### src/rtl/rift_img_loader.sv
// Byte-stream image loader: packs incoming bytes little-endian into 64-bit words
// and writes them to memory as AXI4 INCR bursts starting at BASE_ADDR.
module rift_img_loader #(
  parameter logic [63:0] BASE_ADDR   = 64'h8000_0000,
  parameter int          BURST_WORDS = 8
) (
  input  logic        CLK,
  input  logic        RSTn,
  input  logic        start,
  input  logic        in_valid,
  output logic        in_ready,
  input  logic [7:0]  in_data,
  input  logic        in_last,
  output logic        busy,
  output logic        done,
  output logic        err,
  output logic [63:0] M_AXI_AWADDR,
  output logic [7:0]  M_AXI_AWLEN,
  output logic [2:0]  M_AXI_AWSIZE,
  output logic [1:0]  M_AXI_AWBURST,
  output logic        M_AXI_AWVALID,
  input  logic        M_AXI_AWREADY,
  output logic [63:0] M_AXI_WDATA,
  output logic [7:0]  M_AXI_WSTRB,
  output logic        M_AXI_WLAST,
  output logic        M_AXI_WVALID,
  input  logic        M_AXI_WREADY,
  input  logic [1:0]  M_AXI_BRESP,
  input  logic        M_AXI_BVALID,
  output logic        M_AXI_BREADY
);

  localparam int            IW       = (BURST_WORDS > 1) ? $clog2(BURST_WORDS) : 1;
  localparam logic [IW-1:0] LAST_IDX = IW'(BURST_WORDS - 1);

  typedef enum logic [2:0] {IDLE, FILL, ADDR, DATA, RESP, DONE} state_t;

  state_t        state;
  logic [63:0]   addr;
  logic [7:0]    awlen;
  logic [2:0]    bcnt;
  logic [IW-1:0] wcnt;
  logic [IW-1:0] beat;
  logic          last_seen;
  logic          accept;
  logic [63:0]   wbuf [BURST_WORDS];

  assign accept = in_ready & in_valid;

  assign M_AXI_AWADDR  = addr;
  assign M_AXI_AWLEN   = awlen;
  assign M_AXI_AWSIZE  = 3'b011;
  assign M_AXI_AWBURST = 2'b01;
  assign M_AXI_WSTRB   = 8'hFF;
  assign M_AXI_WDATA   = wbuf[beat];

  // Byte 0 of a word rewrites the whole word so a short final word is zero-padded.
  always_ff @(posedge CLK) begin
    if (RSTn && accept) begin
      if (bcnt == 3'd0)
        wbuf[wcnt] <= {56'd0, in_data};
      else
        wbuf[wcnt][{bcnt, 3'b000} +: 8] <= in_data;
    end
  end

  always_ff @(posedge CLK) begin
    if (!RSTn) begin
      state         <= IDLE;
      addr          <= BASE_ADDR;
      awlen         <= 8'd0;
      bcnt          <= 3'd0;
      wcnt          <= '0;
      beat          <= '0;
      last_seen     <= 1'b0;
      in_ready      <= 1'b0;
      busy          <= 1'b0;
      done          <= 1'b0;
      err           <= 1'b0;
      M_AXI_AWVALID <= 1'b0;
      M_AXI_WVALID  <= 1'b0;
      M_AXI_WLAST   <= 1'b0;
      M_AXI_BREADY  <= 1'b0;
    end else begin
      case (state)
        IDLE: begin
          if (start) begin
            state     <= FILL;
            addr      <= BASE_ADDR;
            err       <= 1'b0;
            bcnt      <= 3'd0;
            wcnt      <= '0;
            last_seen <= 1'b0;
            busy      <= 1'b1;
            in_ready  <= 1'b1;
          end
        end

        FILL: begin
          if (accept) begin
            bcnt <= bcnt + 3'd1;
            if (bcnt == 3'd7)
              wcnt <= wcnt + IW'(1);
            // A word completed on in_last and a full buffer both close the burst here,
            // so a buffer that fills on the last byte never leaves an empty burst behind.
            if (in_last || (bcnt == 3'd7 && wcnt == LAST_IDX)) begin
              state         <= ADDR;
              in_ready      <= 1'b0;
              awlen         <= 8'(wcnt);
              last_seen     <= in_last;
              M_AXI_AWVALID <= 1'b1;
            end
          end
        end

        ADDR: begin
          if (M_AXI_AWREADY) begin
            state         <= DATA;
            M_AXI_AWVALID <= 1'b0;
            M_AXI_WVALID  <= 1'b1;
            M_AXI_WLAST   <= (awlen == 8'd0);
            beat          <= '0;
          end
        end

        DATA: begin
          if (M_AXI_WREADY) begin
            if (M_AXI_WLAST) begin
              state        <= RESP;
              M_AXI_WVALID <= 1'b0;
              M_AXI_WLAST  <= 1'b0;
              M_AXI_BREADY <= 1'b1;
            end else begin
              beat        <= beat + IW'(1);
              M_AXI_WLAST <= (8'(beat) + 8'd1 == awlen);
            end
          end
        end

        RESP: begin
          if (M_AXI_BVALID) begin
            M_AXI_BREADY <= 1'b0;
            if (M_AXI_BRESP != 2'b00)
              err <= 1'b1;
            addr <= addr + {53'd0, awlen + 8'd1, 3'b000};
            bcnt <= 3'd0;
            wcnt <= '0;
            if (last_seen) begin
              state <= DONE;
              busy  <= 1'b0;
              done  <= 1'b1;
            end else begin
              state    <= FILL;
              in_ready <= 1'b1;
            end
          end
        end

        DONE: begin
          state <= IDLE;
          done  <= 1'b0;
        end

        default: state <= IDLE;
      endcase
    end
  end

endmodule

### config.mk
export PLATFORM = sky130hd
export DESIGN_NAME = rift_img_loader
export DESIGN_NICKNAME = d
export VERILOG_FILES = /design/src/rtl/rift_img_loader.sv
export SDC_FILE = /design/constraint.sdc
export NUM_CORES = 1
export LEC_CHECK = 0
export CAP_MARGIN = 20
export CORE_MARGIN = 10
export CORE_UTILIZATION = 57
export DETAILED_ROUTE_END_ITERATION = 16
export GPL_TIMING_DRIVEN = 1
export PLACE_DENSITY_LB_ADDON = 0.08
export SLEW_MARGIN = 0
export SYNTH_ARGS = -nofsm -noshare
export SYNTH_HDL_FRONTEND = slang
export SYNTH_SLANG_ARGS = --single-unit
### constraint.sdc
create_clock -name CLK -period 8.35 [get_ports CLK]
set_input_delay 2.0875 -clock CLK [delete_from_list [all_inputs] [get_ports CLK]]
set_output_delay 2.0875 -clock CLK [all_outputs]
set_load 0.01 [all_outputs]
=== Word-level counts from Yosys, hierarchy flattened ===
Memories as Yosys holds them, arrays and structs flattened. A register that Yosys moved wholly into a read port is not among the register bits.
Index checks and enable logic that the tools add are counted.
W data, S select, Z words.

* Register bits: 88
* RAM bits: 512
* Bits of input ports: 18
* Memories kept: 1

* $add $sub $neg: 7
* Eq/ne operators: 20
* Shift operators: 2
* Muxes and demuxes: 130
* Bitwise operators: 65
* Reduce and logical (&&, ||, !) cells: 29

{| class="wikitable"
|+ Memory list
! name !! depth !! bits a word !! read ports !! clocked after Yosys merged registers in !! write ports !! RTL line !! RTL
|-
| wbuf || 8 || 64 || 1 || 1 || 1 || 46 || <nowiki>logic [63:0] wbuf [BURST_WORDS];</nowiki>
|}

{| class="wikitable"
|+ Operator list
! cell !! number
|-
| $mux W64 || 3
|-
| $pmux W64 S2 || 1
|-
| $mux W1 || 95
|-
| $add A64 B7 Y64 || 1
|-
| $or A1 B1 Y1 || 64
|-
| $shift A8 B8 Y64 const A || 1
|-
| $shiftx A8 B8 Y64 || 1
|-
| $mux W3 || 18
|-
| $reduce_and A4 Y1 || 8
|-
| $ne A2 B2 Y1 const B || 12
|-
| $pmux W3 S3 || 2
|-
| $pmux W1 S2 || 8
|-
| $pmux W3 S5 || 1
|-
| $reduce_bool A2 Y1 || 7
|-
| $eq A3 B3 Y1 const B || 4
|-
| $reduce_and A3 Y1 || 4
|-
| $add A3 B1 Y3 const B || 3
|-
| $add A3 B1 Y4 const B || 2
|-
| $logic_not A8 Y1 || 1
|-
| $neg A6 Y8 || 1
|-
| $reduce_and A7 Y1 || 1
|-
| $eq A3 B2 Y1 const B || 2
|-
| $logic_not A3 Y1 || 2
|-
| $pmux W3 S2 || 1
|-
| other kinds (9) || 10
|}

=== Logic depth before layout (Yosys ltp) ===
* Word-level depth: 6
* Depth in mapped cells: 11

=== Worst setup path before layout ===
Ideal clock, no wire load.

* Path kind: reg2out
* Start point: reg (tool-made name)
* End point: out M_AXI_WDATA[43]
* Data arrival time: 2.205 ns
* Slack: 4.057 ns
* Stages on the path, launching flop included: 5
* Path buffers: 2
* Cell sequence: dfxtp_1 clkbuf_1 buf_1 mux4_2 mux2_2

{| class="wikitable"
|+ RTL lines
! element !! RTL line !! RTL
|-
| end, declared || 23 || <nowiki>output logic [63:0] M_AXI_WDATA,</nowiki>
|}

==> flow_metrics.tcl <==
set metrics [dict create \
    status "complete, no violations" \
    cp.required_ps 6260 \
    cpPeakStageDelay_ps 730 \
    via_count_of_the_first_global_routing_pass 13700 \
    hold_end "M_AXI_AWADDR[3]" \
    yosys.cell_types.count 57 \
    combinationalPowerShare_pct 2.0 \
    ff2ff_setup_slack_ps 4880 \
    post-route-min-period_ps 5580 \
    cts_repair_resize_count 0 \
    cts_made_buffers 59 \
    cts_setup_buffers 0 \
    worst_pin_slew_ps 1070 \
    irDropWorstVdd_uv 168 \
    critPathMaxFanout 105 \
    total_switching_power_mw 1.18 \
    crit_type "reg2out" \
    synth_top_flop_cell "sky130_fd_sc_hd__edfxtp_1" \
    last_weighted_congestion_value_of_the_routability_driven_placer 0.826 \
    layout.nets 1647 \
    antenna_cells_inserted 0 \
    max-slew-margin-rel_pct 28.9 \
    top_level_ports 175 \
    rr_worst_depth 7 \
    share_seq_of_total_power_pct 52.2 \
    max-cap-violations 0 \
    pwr_density_cell_nw_per_um2 217 \
    edff_count_synth 512 \
    port_buffers 153 \
    crit_path_top_delay_cell "sky130_fd_sc_hd__buf_12" \
    worst_r2r_startpoint "bcnt[0]" \
    final_layout_size_suffix_gt1_share_pct 18.0 \
    timing_max_transition_violations_final 0 \
    drc 0 \
    cts.root.buffer_cell "sky130_fd_sc_hd__clkbuf_16" \
    yosys_warnings 0 \
    synthArstFlopShare_pct 0 \
    internal_dissipation_mw 5.01 \
    fp.dieH_um 228 \
    cts_tree "built" \
    wl_per_cell_um 24.6 \
    path_clk_slew_ps 50 \
    totalNegativeSetupSlack_ps 0 \
    critical_path_cell_by_cell "buf_12, mux4_2, mux2_2, clkdlybuf4s50_1" \
    hold_viol_final 0 \
    cts_htree_levels 2 \
    hold_crit_start "M_AXI_AWADDR[3]" \
    die_width_um 228 \
    max_freq_mhz 179 \
    synth_sequential_area_ratio_pct 69.8 \
    clockBufferDepth 3 \
    grt_start_max_net_pins 106 \
    leakagePower_nw 8.95 \
    num_rows 75 \
    vias_per_cell 6.08 \
    worst_hold_slack_ps 482 \
    post_synth_instance_area_sq_um 24600 \
    antenna_found_initial 3 \
    dr_wl_met2_um 26700 \
    metal3_wl_um 4650 \
    power_frac_clock_pct 45.8 \
    setup_violations 0 \
    crit-reg2reg-capture "wbuf[0][34]" \
    period_share_pct 66.8 \
    synth-seq-cells 600 \
    via_count 13600 \
    syn2layout_area_growth_pct 16.4 \
    grt_use_total_pct 21.7 \
    worst_skew_pair.late_latency_ps 610 \
    critical_path_arrival_ps 3490 \
    finClkSkew_ps 13.0 \
    drtPass1Iterations 5 \
    worstHoldPathCells 2 \
    ctsHoldBuffers 0 \
    top_signal_layer_used "met4" \
    dpl.hpwl_um 34400 \
    final_antenna_net_count 0 \
    grt_pass1_wl_um 84500 \
    hold_path_class "reg2reg" \
    unrepaired_setup_endpoints_after_global_routing "false" \
    initial_utilization_pct 58.0 \
    floorplan.die_area_sq_um 51800 \
    wl_met1_um 22800 \
    drt-total-wl_um 55100 \
    initialDrtViolationCount 1531 \
    post_synth.cell_area_avg_sq_um 16.7 \
    overflow 0 \
    synthCells 1475 \
    worst_setup_path_start_kind "register" \
    end_kind "output port" \
    switching_share_pct 19.1 \
    fp.coreArea_sq_um 42300 \
    tritoncts_num_sinks 600 \
]
cells by family after synthesis:
kind of cell	Yosys count	share of synthesized area, %
buffers and inverters	115	2.14
DFF	600	69.8
muxes	201	15.1
AOI/OAI and AO/OA	126	2.93
adders and majority gates	15	0.795
xor gates and xnor gates	27	0.963
and+or+nand+nor	389	8.27
other	2	0.0306
layout by cell type, fill, tap and decap left out, types with 6 or more instances in the layout:
cell type | Yosys | layout
sky130_fd_sc_hd__clkbuf_1 | 62 | 7
sky130_fd_sc_hd__nor4_1 | 16 | 16
sky130_fd_sc_hd__xnor2_1 | 22 | 22
sky130_fd_sc_hd__nand2b_1 | 8 | 8
sky130_fd_sc_hd__mux2_2 | 66 | 66
sky130_fd_sc_hd__clkbuf_16 | 0 | 61
sky130_fd_sc_hd__mux2i_1 | 6 | 6
sky130_fd_sc_hd__inv_1 | 15 | 15
sky130_fd_sc_hd__edfxtp_1 | 512 | 512
sky130_fd_sc_hd__nand2_1 | 47 | 47
sky130_fd_sc_hd__a21oi_1 | 51 | 51
sky130_fd_sc_hd__conb_1 | 2 | 21
sky130_fd_sc_hd__and4_1 | 8 | 8
sky130_fd_sc_hd__and2_1 | 61 | 61
sky130_fd_sc_hd__dfxtp_1 | 88 | 85
sky130_fd_sc_hd__or4_1 | 9 | 9
sky130_fd_sc_hd__bufinv_16 | 0 | 13
sky130_fd_sc_hd__nor2_1 | 123 | 123
sky130_fd_sc_hd__or3_1 | 27 | 27
sky130_fd_sc_hd__clkinv_1 | 0 | 14
sky130_fd_sc_hd__and3_1 | 9 | 9
sky130_fd_sc_hd__nand4_1 | 16 | 16
sky130_fd_sc_hd__o21ai_0 | 43 | 43
sky130_fd_sc_hd__mux4_2 | 129 | 129
sky130_fd_sc_hd__o31ai_1 | 7 | 7
sky130_fd_sc_hd__ha_1 | 14 | 14
sky130_fd_sc_hd__nor3_1 | 10 | 10
sky130_fd_sc_hd__clkdlybuf4s50_1 | 0 | 153
sky130_fd_sc_hd__nand3_1 | 32 | 32
sky130_fd_sc_hd__nand3b_1 | 7 | 7
worst max path at each step:
stage / start / to / depth (start not counted)
floorplan: register / M_AXI_WDATA[43] / 4
global placement: RSTn / wbuf[0][34] / 5
detailed placement: RSTn / wbuf[0][34] / 5
CTS: register / M_AXI_WDATA[5] / 4
global route: register / M_AXI_WDATA[45] / 4
finish: register / M_AXI_WDATA[45] / 4
through the flow:
stage	total power [mW]	area (sq um)	setup WS (ps)	utilization, %	std cells
2_1_floorplan	3.37	24600	4060	-	1494
3_3_place_gp	3.42	26500	2930	62.6	2130
3_5_place_dp	3.42	26500	2780	62.6	2130
4_1_cts	6.23	28600	2630	67.5	2236
5_1_grt	6.36	28600	2480	67.5	2236
6_report	6.19	28600	2770	67.5	2236
metal layers:
metal / track usage (%) / vias to the layer above
li1: - / 6039
met3: 4.61 / 66
met2: 34.6 / 556
met1: 30.2 / 6939
met5: 0 / -
met4: 5.67 / 0
state kept, by name, summed over array words and instances (netlist names), 3 cells and up, named ones only:
register      count
beat              3
wbuf            512
wcnt              3
bcnt              3
state             3
M_AXI_AWADDR     61
M_AXI_AWLEN       3
layout make-up:
type	instances	area, sq um
clock buffer	70	1580
clock inverter	36	502
inverter	15	56.3
multi-input combinational	779	6980
timing repair buffer	159	1590
fill	2863	13700
tap	577	722
sequential	600	17100
worst max-delay path, delay by kind of cell, from the launching register on:
family / cells / cell delay, ps
flops: 1 / 680
mux: 2 / 920
buf+inv: 2 / 1230
cell usage after synthesis (2+ instances only):
master | number | area share [%]
sky130_fd_sc_hd__edfxtp_1 | 512 | 63
sky130_fd_sc_hd__mux4_2 | 129 | 12
sky130_fd_sc_hd__nor2_1 | 123 | 1.9
sky130_fd_sc_hd__dfxtp_1 | 88 | 7.2
sky130_fd_sc_hd__mux2_2 | 66 | 3.0
sky130_fd_sc_hd__clkbuf_1 | 62 | 0.95
sky130_fd_sc_hd__and2_1 | 61 | 1.6
sky130_fd_sc_hd__a21oi_1 | 51 | 1.0
sky130_fd_sc_hd__nand2_1 | 47 | 0.72
sky130_fd_sc_hd__o21ai_0 | 43 | 0.88
sky130_fd_sc_hd__nand3_1 | 32 | 0.65
sky130_fd_sc_hd__or3_1 | 27 | 0.69
sky130_fd_sc_hd__xnor2_1 | 22 | 0.78
sky130_fd_sc_hd__buf_4 | 21 | 0.64
sky130_fd_sc_hd__nand4_1 | 16 | 0.41
sky130_fd_sc_hd__nor4_1 | 16 | 0.41
sky130_fd_sc_hd__inv_1 | 15 | 0.23
sky130_fd_sc_hd__buf_1 | 14 | 0.21
sky130_fd_sc_hd__ha_1 | 14 | 0.71
sky130_fd_sc_hd__nor3_1 | 10 | 0.20
sky130_fd_sc_hd__and3_1 | 9 | 0.23
sky130_fd_sc_hd__or4_1 | 9 | 0.28
sky130_fd_sc_hd__and4_1 | 8 | 0.29
sky130_fd_sc_hd__nand2b_1 | 8 | 0.20
sky130_fd_sc_hd__nand3b_1 | 7 | 0.21
sky130_fd_sc_hd__o31ai_1 | 7 | 0.21
sky130_fd_sc_hd__mux2i_1 | 6 | 0.24
sky130_fd_sc_hd__xor2_1 | 5 | 0.18
sky130_fd_sc_hd__a31oi_1 | 4 | 0.10
sky130_fd_sc_hd__nand4b_1 | 4 | 0.14
sky130_fd_sc_hd__o21a_1 | 3 | 0.092
sky130_fd_sc_hd__a211oi_1 | 2 | 0.061
sky130_fd_sc_hd__a21o_1 | 2 | 0.061
sky130_fd_sc_hd__a22o_1 | 2 | 0.071
sky130_fd_sc_hd__a22oi_1 | 2 | 0.061
sky130_fd_sc_hd__a31o_2 | 2 | 0.071
sky130_fd_sc_hd__buf_6 | 2 | 0.092
sky130_fd_sc_hd__conb_1 | 2 | 0.031
sky130_fd_sc_hd__nor2b_1 | 2 | 0.051
sky130_fd_sc_hd__nor3b_1 | 2 | 0.061
sky130_fd_sc_hd__or3b_2 | 2 | 0.071
power groups by stage:
stage / registers (mW) / logic, mW / clock network, mW
after floorplan: 3.29 / 0.0786 / 0
after global placement: 3.30 / 0.124 / 0
after detailed placement: 3.30 / 0.125 / 0
after CTS: 3.23 / 0.125 / 2.88
after global routing: 3.23 / 0.134 / 2.99
final: 3.23 / 0.125 / 2.83
Note: power is estimated with default switching activity, not from simulation.
